==> src/rtl/if_id_skid_reg_pkg.sv <==
// Shared types and constants for the IF->ID stage register.
package if_id_skid_reg_pkg;

    // Instruction shown to decode when no entry is valid
    localparam logic [31:0] NOP_INSTR = 32'h00000000;

    // Fetch exception codes; 0 means no exception
    localparam logic [4:0] EXC_NONE = 5'd0;
    localparam logic [4:0] EXC_ADEL = 5'd4;
    localparam logic [4:0] EXC_ADES = 5'd5;
    localparam logic [4:0] EXC_RI   = 5'd10;
    localparam logic [4:0] EXC_OV   = 5'd12;

    // One buffered fetch entry at the default widths
    typedef struct packed {
        logic [31:0] instr;
        logic [31:0] pc;
        logic [31:0] pc4;
        logic [31:0] pc8;
        logic [4:0]  exc;
        logic        bd;
    } entry_t;

    // Occupancy encoded as {main_valid, skid_valid}; 2'b01 cannot occur
    typedef enum logic [1:0] {
        StEmpty = 2'b00,
        StOne   = 2'b10,
        StFull  = 2'b11
    } occ_e;

endpackage

==> src/rtl/if_id_skid_reg_if.sv <==
// Fetch/decode handshake bundle for the IF->ID stage register.
interface if_id_skid_reg_if #(
    parameter int unsigned INSTR_W = 32,
    parameter int unsigned PC_W    = 32,
    parameter int unsigned EXC_W   = 5
);
    logic               in_valid;
    logic               in_ready;
    logic [INSTR_W-1:0] in_instr;
    logic [PC_W-1:0]    in_pc;
    logic [EXC_W-1:0]   in_exc;
    logic               in_bd;
    logic               flush;
    logic               out_valid;
    logic               out_ready;
    logic [INSTR_W-1:0] out_instr;
    logic [PC_W-1:0]    out_pc;
    logic [PC_W-1:0]    out_pc4;
    logic [PC_W-1:0]    out_pc8;
    logic [EXC_W-1:0]   out_exc;
    logic               out_has_exc;
    logic               out_bd;

    // The stage register's view
    modport slave (
        input  in_valid, in_instr, in_pc, in_exc, in_bd, flush, out_ready,
        output in_ready, out_valid, out_instr, out_pc, out_pc4, out_pc8,
               out_exc, out_has_exc, out_bd
    );

    // The surrounding pipeline's view
    modport master (
        output in_valid, in_instr, in_pc, in_exc, in_bd, flush, out_ready,
        input  in_ready, out_valid, out_instr, out_pc, out_pc4, out_pc8,
               out_exc, out_has_exc, out_bd
    );
endinterface

==> src/rtl/if_id_skid_reg_slot.sv <==
// Single fetch entry register; derives PC+4/PC+8 at load time.
module if_id_skid_reg_slot #(
    parameter int unsigned INSTR_W = 32,
    parameter int unsigned PC_W    = 32,
    parameter int unsigned EXC_W   = 5
) (
    input  logic               clk,
    input  logic               reset,
    input  logic               load,
    input  logic [INSTR_W-1:0] d_instr,
    input  logic [PC_W-1:0]    d_pc,
    input  logic [EXC_W-1:0]   d_exc,
    input  logic               d_bd,
    output logic [INSTR_W-1:0] q_instr,
    output logic [PC_W-1:0]    q_pc,
    output logic [PC_W-1:0]    q_pc4,
    output logic [PC_W-1:0]    q_pc8,
    output logic [EXC_W-1:0]   q_exc,
    output logic               q_bd
);

    // Capture the payload on load; PC sums wrap at PC_W bits
    always_ff @(posedge clk or negedge reset) begin
        if (!reset) begin
            q_instr <= '0;
            q_pc    <= '0;
            q_pc4   <= '0;
            q_pc8   <= '0;
            q_exc   <= '0;
            q_bd    <= 1'b0;
        end else if (load) begin
            q_instr <= d_instr;
            q_pc    <= d_pc;
            q_pc4   <= d_pc + PC_W'(4);
            q_pc8   <= d_pc + PC_W'(8);
            q_exc   <= d_exc;
            q_bd    <= d_bd;
        end
    end

endmodule

==> src/rtl/if_id_skid_reg.sv <==
// IF->ID pipeline register with a two-entry skid buffer, flush and stall counter.
module if_id_skid_reg #(
    parameter int unsigned        INSTR_W   = 32,
    parameter int unsigned        PC_W      = 32,
    parameter int unsigned        EXC_W     = 5,
    parameter logic [INSTR_W-1:0] NOP_INSTR = INSTR_W'(if_id_skid_reg_pkg::NOP_INSTR),
    parameter int unsigned        CNT_W     = 16
) (
    input  logic             clk,
    input  logic             reset,
    if_id_skid_reg_if.slave  bus,
    output logic [CNT_W-1:0] stall_cnt
);
    import if_id_skid_reg_pkg::*;

    logic main_valid_q, main_valid_d;
    logic skid_valid_q, skid_valid_d;
    logic main_load, main_from_skid, skid_load;
    logic in_fire, out_fire;
    occ_e occ;

    logic [INSTR_W-1:0] main_instr, skid_instr, main_d_instr;
    logic [PC_W-1:0]    main_pc, main_pc4, main_pc8, main_d_pc;
    logic [PC_W-1:0]    skid_pc, skid_pc4, skid_pc8;
    logic [EXC_W-1:0]   main_exc, skid_exc, main_d_exc;
    logic               main_bd, skid_bd, main_d_bd;
    logic [CNT_W-1:0]   stall_q;

    // Main is refilled from skid, so skid's own PC sums are never read
    logic unused_skid_pc;
    assign unused_skid_pc = ^{skid_pc4, skid_pc8};

    assign in_fire  = bus.in_valid && !skid_valid_q;
    assign out_fire = main_valid_q && bus.out_ready;
    assign occ      = occ_e'({main_valid_q, skid_valid_q});

    // Occupancy transitions; flush overrides everything
    always_comb begin
        main_valid_d   = main_valid_q;
        skid_valid_d   = skid_valid_q;
        main_load      = 1'b0;
        main_from_skid = 1'b0;
        skid_load      = 1'b0;
        unique case (occ)
            StEmpty: begin
                if (in_fire) begin
                    main_valid_d = 1'b1;
                    main_load    = 1'b1;
                end
            end
            StOne: begin
                if (out_fire) begin
                    if (in_fire) main_load = 1'b1;
                    else         main_valid_d = 1'b0;
                end else if (in_fire) begin
                    skid_load    = 1'b1;
                    skid_valid_d = 1'b1;
                end
            end
            StFull: begin
                if (out_fire) begin
                    main_load      = 1'b1;
                    main_from_skid = 1'b1;
                    skid_valid_d   = 1'b0;
                end
            end
            default: begin
                main_valid_d = 1'b0;
                skid_valid_d = 1'b0;
            end
        endcase
        if (bus.flush) begin
            main_valid_d = 1'b0;
            skid_valid_d = 1'b0;
        end
    end

    // Main slot takes the older skid entry ahead of new input to keep FIFO order
    always_comb begin
        main_d_instr = bus.in_instr;
        main_d_pc    = bus.in_pc;
        main_d_exc   = bus.in_exc;
        main_d_bd    = bus.in_bd;
        if (main_from_skid) begin
            main_d_instr = skid_instr;
            main_d_pc    = skid_pc;
            main_d_exc   = skid_exc;
            main_d_bd    = skid_bd;
        end
    end

    // Valid flags and saturating stall counter
    always_ff @(posedge clk or negedge reset) begin
        if (!reset) begin
            main_valid_q <= 1'b0;
            skid_valid_q <= 1'b0;
            stall_q      <= '0;
        end else begin
            main_valid_q <= main_valid_d;
            skid_valid_q <= skid_valid_d;
            if (main_valid_q && !bus.out_ready && (stall_q != '1)) begin
                stall_q <= stall_q + CNT_W'(1);
            end
        end
    end

    if_id_skid_reg_slot #(
        .INSTR_W(INSTR_W),
        .PC_W   (PC_W),
        .EXC_W  (EXC_W)
    ) u_main (
        .clk    (clk),
        .reset  (reset),
        .load   (main_load),
        .d_instr(main_d_instr),
        .d_pc   (main_d_pc),
        .d_exc  (main_d_exc),
        .d_bd   (main_d_bd),
        .q_instr(main_instr),
        .q_pc   (main_pc),
        .q_pc4  (main_pc4),
        .q_pc8  (main_pc8),
        .q_exc  (main_exc),
        .q_bd   (main_bd)
    );

    if_id_skid_reg_slot #(
        .INSTR_W(INSTR_W),
        .PC_W   (PC_W),
        .EXC_W  (EXC_W)
    ) u_skid (
        .clk    (clk),
        .reset  (reset),
        .load   (skid_load),
        .d_instr(bus.in_instr),
        .d_pc   (bus.in_pc),
        .d_exc  (bus.in_exc),
        .d_bd   (bus.in_bd),
        .q_instr(skid_instr),
        .q_pc   (skid_pc),
        .q_pc4  (skid_pc4),
        .q_pc8  (skid_pc8),
        .q_exc  (skid_exc),
        .q_bd   (skid_bd)
    );

    assign bus.in_ready    = !skid_valid_q;
    assign bus.out_valid   = main_valid_q;
    assign bus.out_instr   = main_valid_q ? main_instr : NOP_INSTR;
    assign bus.out_pc      = main_pc;
    assign bus.out_pc4     = main_pc4;
    assign bus.out_pc8     = main_pc8;
    assign bus.out_exc     = main_valid_q ? main_exc : '0;
    assign bus.out_has_exc = main_valid_q && (main_exc != '0);
    assign bus.out_bd      = main_valid_q && main_bd;
    assign stall_cnt       = stall_q;

    illegal_occ_a: assert property (@(posedge clk) disable iff (!reset)
        !(skid_valid_q && !main_valid_q));

endmodule

==> src/flat_wrapper.sv <==
// flat-port wrapper written by rule: the top's interface ports become plain ports
module if_id_skid_reg_flat import if_id_skid_reg_pkg::*;
#(
    parameter int unsigned        INSTR_W   = 32,
    parameter int unsigned        PC_W      = 32,
    parameter int unsigned        EXC_W     = 5,
    parameter logic [INSTR_W-1:0] NOP_INSTR = INSTR_W'(if_id_skid_reg_pkg::NOP_INSTR),
    parameter int unsigned        CNT_W     = 16
)
  (clk, reset, stall_cnt, bus_in_valid, bus_in_instr, bus_in_pc, bus_in_exc, bus_in_bd, bus_flush, bus_out_ready, bus_in_ready, bus_out_valid, bus_out_instr, bus_out_pc, bus_out_pc4, bus_out_pc8, bus_out_exc, bus_out_has_exc, bus_out_bd);
  if_id_skid_reg_if #(.INSTR_W(INSTR_W), .PC_W(PC_W), .EXC_W(EXC_W)) bus_i ();
  input  logic clk;
  input  logic reset;
  output logic [CNT_W-1:0] stall_cnt;
  input wire logic [$bits(bus_i.in_valid)-1:0] bus_in_valid;
  input wire logic [$bits(bus_i.in_instr)-1:0] bus_in_instr;
  input wire logic [$bits(bus_i.in_pc)-1:0] bus_in_pc;
  input wire logic [$bits(bus_i.in_exc)-1:0] bus_in_exc;
  input wire logic [$bits(bus_i.in_bd)-1:0] bus_in_bd;
  input wire logic [$bits(bus_i.flush)-1:0] bus_flush;
  input wire logic [$bits(bus_i.out_ready)-1:0] bus_out_ready;
  output wire logic [$bits(bus_i.in_ready)-1:0] bus_in_ready;
  output wire logic [$bits(bus_i.out_valid)-1:0] bus_out_valid;
  output wire logic [$bits(bus_i.out_instr)-1:0] bus_out_instr;
  output wire logic [$bits(bus_i.out_pc)-1:0] bus_out_pc;
  output wire logic [$bits(bus_i.out_pc4)-1:0] bus_out_pc4;
  output wire logic [$bits(bus_i.out_pc8)-1:0] bus_out_pc8;
  output wire logic [$bits(bus_i.out_exc)-1:0] bus_out_exc;
  output wire logic [$bits(bus_i.out_has_exc)-1:0] bus_out_has_exc;
  output wire logic [$bits(bus_i.out_bd)-1:0] bus_out_bd;
  assign bus_i.in_valid = bus_in_valid;
  assign bus_i.in_instr = bus_in_instr;
  assign bus_i.in_pc = bus_in_pc;
  assign bus_i.in_exc = bus_in_exc;
  assign bus_i.in_bd = bus_in_bd;
  assign bus_i.flush = bus_flush;
  assign bus_i.out_ready = bus_out_ready;
  assign bus_in_ready = bus_i.in_ready;
  assign bus_out_valid = bus_i.out_valid;
  assign bus_out_instr = bus_i.out_instr;
  assign bus_out_pc = bus_i.out_pc;
  assign bus_out_pc4 = bus_i.out_pc4;
  assign bus_out_pc8 = bus_i.out_pc8;
  assign bus_out_exc = bus_i.out_exc;
  assign bus_out_has_exc = bus_i.out_has_exc;
  assign bus_out_bd = bus_i.out_bd;
  if_id_skid_reg #(.INSTR_W(INSTR_W), .PC_W(PC_W), .EXC_W(EXC_W), .NOP_INSTR(NOP_INSTR), .CNT_W(CNT_W)) u_core (.clk(clk), .reset(reset), .bus(bus_i), .stall_cnt(stall_cnt));
endmodule
==> config.mk <==
export PLATFORM = sky130hd
export DESIGN_NAME = if_id_skid_reg_flat
export DESIGN_NICKNAME = d
export VERILOG_FILES = /design/src/rtl/if_id_skid_reg_pkg.sv /design/src/rtl/if_id_skid_reg_if.sv /design/src/rtl/if_id_skid_reg_slot.sv /design/src/rtl/if_id_skid_reg.sv /design/src/flat_wrapper.sv
export SDC_FILE = /design/constraint.sdc
export NUM_CORES = 1
export LEC_CHECK = 0
export ABC_CLOCK_PERIOD_IN_PS = 7400
export CAP_MARGIN = 0
export CORE_UTILIZATION = 56
export DETAILED_ROUTE_END_ITERATION = 16
export PLACE_DENSITY = 0.89
export SLEW_MARGIN = 20
export SYNTH_ARGS = -nofsm -noshare
export SYNTH_HDL_FRONTEND = slang
export SYNTH_SLANG_ARGS = --single-unit
export TNS_END_PERCENT = 1
==> constraint.sdc <==
create_clock -name clk -period 7.4 [get_ports clk]
set_input_delay 1.48 -clock clk [delete_from_list [all_inputs] [get_ports clk]]
set_output_delay 1.48 -clock clk [all_outputs]
set_load 0.005 [all_outputs]
======== Word-level counts from Yosys, hierarchy flattened ========
Index checks and enable logic that the tools add are counted.
word-level totals
  register bits after elaboration ......... 222
  input bits .............................. 75
  output and inout port bits .............. 153
operators by class
  $add $sub $neg .......................... 3
  equal/unequal tests ..................... 11
  multiplexer cells ....................... 22
  reductions and logical operators ........ 12
operators with widths
  operator                 count
  $mux W32                 3
  $add A32 B3 Y32 const B  1
  $add A32 B4 Y32 const B  1
  $add A16 B1 Y16 const B  1
  $ne A16 B16 Y1 const B   1
  $mux W1                  14
  $ne A3 B2 Y1 const B     4
  $mux W5                  2
  $pmux W1 S3              3
  $reduce_and A4 Y1        2
  $logic_and A1 B1 Y1      6
  $ne A3 B3 Y1 const B     2
  $reduce_bool A5 Y1       1
  $eq A2 B2 Y1 const B     2
  $ne A2 B2 Y1 const B     2
  $logic_not A1 Y1         2
  $logic_not A2 Y1         1

======== Longest topological paths before layout ========
  depth after elaboration ................. 6
  depth in mapped cells ................... 14
  depth with buffers taken out ............ 9

======== Hierarchy ========
Synthesis repeated with hierarchy kept, for this count alone.
unflattened totals
  cell total of the unflattened synthesis .. 1248
  area, all modules ....................... 13785.7 µm²
modules (own cells, without submodules)
  module               times used  cells each  area each (µm²)  sequential area each (µm²)
  if_id_skid_reg_slot  2           517         5870.6           3228.1
  if_id_skid_reg       1           214         2044.5           450.4

======== Worst setup path before layout ========
Ideal clock, no wire load.
  kind .................................... in2reg
  start point ............................. input bus_out_ready
  end point ............................... register u_core.u_main.q_pc4[25]
  setup time .............................. 0.069 ns
  data arrival time ....................... 3.797 ns
  required time ........................... 7.331 ns
  setup slack ............................. 3.534 ns
  cell stages on the path ................. 13
  path buffers ............................ 4
  path through ............................ and3_4 buf_6 buf_2 buf_2 buf_2 nand2_1 nand2_1 ha_1 nand2_1 nor3_1 o211ai_1 or4_1 nand3_1
between the ends
  word-level cells in the longest chain between the ends .. 5
  elaborated cells between the ends (all ways) .. 7
  classes of those cells .................. 1 x add/sub; 5 x mux; 1 x reduce/logical
RTL lines
  item                           RTL line                   source
  start, declared                flat_wrapper.sv:21         input wire logic [$bits(bus_i.out_ready)-1:0] bus_out_ready;
  $logic_and A1 B1 Y1            if_id_skid_reg.sv:34       assign out_fire = main_valid_q && bus.out_ready;
  $mux W1                        if_id_skid_reg.sv:61       if (out_fire) begin
  $mux W1                        if_id_skid_reg.sv:44       unique case (occ)
  $mux W32                       if_id_skid_reg.sv:84       if (main_from_skid) begin
  named net u_core.main_d_pc[3]  if_id_skid_reg.sv:23       logic [PC_W-1:0] main_pc, main_pc4, main_pc8, main_d_pc;
  $add A32 B3 Y32                if_id_skid_reg_slot.sv:34  q_pc4 <= d_pc + PC_W'(4);
  end signal, assigned           if_id_skid_reg_slot.sv:34
  end, declared                  if_id_skid_reg_slot.sv:16  output logic [PC_W-1:0] q_pc4,
The timed path passes the listed nets, and every way through them passes these cells.
A chain may end at the register's enable or synchronous reset.

======== Final worst setup path ========
  start point ............................. input bus_out_ready
  end point ............................... register u_core.u_main.q_pc4[25]
between the ends
  word-level cells in the longest chain between the ends .. 5
  elaborated cells between the ends (all ways) .. 7
  classes of those cells .................. 1 x add/sub; 5 x mux; 1 x reduce/logical
RTL lines
  item                     RTL line
  $logic_and A1 B1 Y1 (*)  if_id_skid_reg.sv:34
  $mux W1                  if_id_skid_reg.sv:61
  $mux W1                  if_id_skid_reg.sv:44
  $mux W32                 if_id_skid_reg.sv:84
  $add A32 B3 Y32          if_id_skid_reg_slot.sv:34
Mark *: on every way between the ends. The rest lies on a longest branch, timed or not.

==> key figures <==
Logic synthesis
  • Yosys warning count: 0
  • Multiplexer area fraction after synthesis: between 10% and 20%
  • Compound-gate portion of the synthesized area: between 10% and 20%
  • Area of the mapped netlist: around 11000 um2
  • Asr flop ratio synth: between 90% and 100%
  • Share of the synthesized area in the top cell type: between 50% and 60%
  • Mapped Cells: 1106
  • Flops & latches, synth: ~220
  • Simple-Gate Fraction of Synth Area: 20.8%
  • Synth Flop Type: dfrtp_1
  • Main combinational cell family by area after synthesis: simple AND/OR/NAND/NOR gates
  • Yosys cell types: 54
  • Top cell type by total area after synthesis: dfrtp_1
  • Xor and xnor area share after synthesis: between 4 and 5%
  • Area contributors post-synth: dfrtp_1 51%, mux2_2 7.7%, nand2_1 7.2%
  • Syn Area/Cell: between 9 and 10 um2
  • Post-synth EDFFs: 0
  • Seq/Total Area, Yosys: just over 50%
  • Mapped Nets: about 1200
  • Adder-Cell Fraction of Synth Area: less than 1%

CTS
  • Worst skew pair latency: roughly 0.50 ns
  • CTS tree: done
  • Post-CTS Hold Buffers: 0
  • Post-CTS Setup Inserts: 0
  • Root buf cell: clkbuf_16
  • Clk sinks: 217
  • Clock buffer depth: 3
  • H-tree levels: 1
  • CTS Buf Count: 23
  • Resized cells post-CTS: 0
  • Clock transition at path regs: around 0.06 ns

STA
  • WHS: between 0.4 and 0.5 ns
  • Setup Viol. Count Final: 0
  • Min Clock Period, post-route: ~4.4 ns
  • Worst Max-Slew Pin Slew: 0.975 ns
  • RSZ-0062 raised after global routing: false
  • Period utilization: approximately three fifths
  • Setup TNS: 0 ns
  • Final Max Slew Viols: 0
  • Fmax achieved: 228 MHz
  • Worst rel slew slack: between 30% and 40%
  • Clock Skew: between 0.008 and 0.009 ns
  • Final Hold Viols: 0

Placed design
  • Port Buffers: around 230
  • Inst Count DP: roughly 1500
  • Detailed placer's ending HPWL: 20.9 mm
  • Final Wtd Congestion: 0.924

Routing
  • WL/cell: around 20 um
  • DRT iter0 DRCs: around 840
  • Met3 wire len: roughly 3.0 mm
  • DR top layer: met4
  • Detail Route Antenna Nets: 0
  • Met1 WL: roughly 12 mm
  • Vias per inst: approximately 6.1
  • Drt total wl: approximately 30 mm
  • First-pass DRT Iterations: 5
  • Vias post-DR: between 9000 and 10000
  • Met2 wire len: ~14 mm
  • DRC Markers: 0

Global route
  • GRT Total Usage: roughly 31%
  • Largest net degree at the start of global routing: between 90 and 100
  • First-pass GRT wire length: between 40 and 50 mm
  • Initial antenna violation count: 0
  • Total grt overflow: 0
  • Vias in the first global route: about 8900

Finish
  • Fillers: between 1000 and 1500
  • P&R area growth vs syn: 29.6%
  • Layout Cells excl Fill: 1545
  • Ant diodes: 0
  • Layout cells sized above 1: ~10%
  • Sequential cell area: around 5400 um2
  • Multi-input gate area: 4940 um2
  • Fin nets: 1374

Critical path
  • Worst Setup End Kind: flip-flop
  • R2R setup slack: 3.81 ns
  • Crit path max-delay family: simple AND/OR/NAND/NOR gates
  • CP cell instances: clkdlybuf4s50_1 > nand3_4 > buf_4 > mux2i_1 > inv_1 > ha_1 > nand2_1 > nor3_1 > o211ai_1 > or4_1 > nand3_1
  • Crit Path Class: primary input to flip-flop
  • CP max FO: 53
  • Slowest CP cell: clkdlybuf4s50_1
  • Setup crit start kind: primary input
  • Required @ worst endpoint: 7.83 ns
  • CP arrival: 4.82 ns
  • Slowest stage delay, CP: between 0.5 and 0.6 ns
  • WP buf/inv: 3

Worst hold path
  • Hold WC Path Type: flip-flop to flip-flop

Job
  • Max_cap viols: 0

Pwr
  • PwrDens: between 200 and 250 nW/um2
  • Static Leak: around 5.7 nW
  • VDD IR max: between 0.00015 and 0.0002 V

Floorplanning
  • Die Width: approximately 140 um
  • Core Region: 18700 um2
  • Starting Density: 57.2%
  • # rows: 50
  • I/O Pins: around 230
  • Die H: around 140 um
  • Die area: just under 20000 um2

Run status
  • Status: finished clean
-- stage by stage --
step	total power, mW	cell area [um2]	util, %	setup WS (ns)
after floorplan	1.82	10700	-	3.53
after detailed placement	2.21	13000	69.7	2.56
after CTS	3.47	13900	74.1	3.09
after global routing	3.60	13900	74.2	2.70
final	3.46	13900	74.2	3.01
after global placement	2.17	13000	69.7	2.60
-- cell families after synthesis --
| group | after synthesis |
|---|---|
| buffers and inverters | 82 |
| adder cells (fa/ha/maj) | 3 |
| flip-flops | 217 |
| AND/OR/NAND/NOR | 474 |
| XOR/XNOR | 49 |
| AO/OA/AOI/OAI | 182 |
| multiplexers | 99 |
-- layout make-up --
| cell class | count | area share, % |
|---|---|---|
| Multi-Input combinational cell | 807 | 35.6 |
| Inverter | 11 | 0.298 |
| Tap cell | 234 | 2.11 |
| Timing Repair Buffer | 236 | 16.9 |
| Clock inverter | 8 | 1.19 |
| Sequential cell | 217 | 39.1 |
| Clock buffer | 32 | 4.75 |
-- final timing paths --
path | startpoint | end | depth (start not counted)
min reg2reg | u_core.u_main.q_pc[26]$_DFFE_PN0P_ | u_core.u_main.q_pc[26]$_DFFE_PN0P_ | 2
min in group asynchronous | reset | u_core.u_main.q_pc[8]$_DFFE_PN0P_ | 1
min | u_core.u_main.q_pc[26]$_DFFE_PN0P_ | u_core.u_main.q_pc[26]$_DFFE_PN0P_ | 2
max in group asynchronous | reset | u_core.u_skid.q_pc[13]$_DFFE_PN0P_ | 2
max reg2reg | u_core.bus.out_valid$_DFFE_PN0P_ | u_core.u_main.q_pc4[25]$_DFFE_PN0P_ | 11
max | bus_out_ready | u_core.u_main.q_pc4[25]$_DFFE_PN0P_ | 11
-- placed cells by master (no fill, tap or decap), types with 6 or more instances in the layout --
cell / n
clkdlybuf4s50_1: 226
dfrtp_1: 217
nand2_1: 205
nor2_1: 79
mux2_2: 73
o21ai_0: 72
xnor2_1: 43
a31oi_1: 43
and2_1: 41
nand3_1: 40
nand4_1: 38
mux2i_1: 26
clkbuf_16: 23
nor3_1: 17
nor4_1: 14
and3_1: 12
inv_1: 11
a21oi_1: 10
buf_4: 9
o211ai_1: 8
o31ai_1: 8
o22ai_1: 6
xor2_1: 6
or4_1: 6
-- routing by layer --
metal	up-vias	global-route usage, %
met5	-	0
met4	0	9.08
met3	64	6.39
met2	536	50.5
met1	4510	41.7
li1	4261	-
-- synth_stat cells (4+ instances only) --
cell,instances
nand4_1,38
buf_1,7
nand2_1,205
o211a_1,4
a31oi_1,44
xnor2_1,43
o22ai_1,6
o211ai_1,8
o21ai_0,72
dfrtp_1,217
or4_1,6
inv_1,11
a21oi_1,10
o31ai_1,8
and3_1,12
mux2i_1,26
nor2_1,80
xor2_1,6
buf_4,8
buf_2,9
nand3_1,41
a221o_1,4
nor4_1,14
nor3_1,17
mux2_2,73
o21a_1,5
clkbuf_1,44
and2_1,41
or3_1,5
-- worst min-delay path, delay by kind of cell (launching register included) --
| kind | cells | cell delay [ns] |
|---|---|---|
| AOI/OAI and AO/OA | 1 | 0.06 |
| and+or+nand+nor | 1 | 0.05 |
| DFF | 1 | 0.34 |
-- report_power, final --
| part | internal (mW) | leakage, nW | switching (mW) |
|---|---|---|---|
| combinational | 0.367 | 2.69 | 0.278 |
| clock | 0.792 | 0.407 | 0.465 |
| sequential | 1.39 | 2.60 | 0.168 |
-- registers in the layout (all words and copies together) (netlist names), 5 cells and up --
signal,flops
u_core.u_skid.q_exc,5
u_core.u_main.q_pc,32
u_core.u_skid.q_instr,32
u_core.u_main.q_instr,32
u_core.u_main.q_exc,5
u_core.stall_cnt,16
u_core.u_skid.q_pc,32
u_core.u_main.q_pc4,30
u_core.u_main.q_pc8,29
Note: power is estimated with default switching activity, not from simulation.
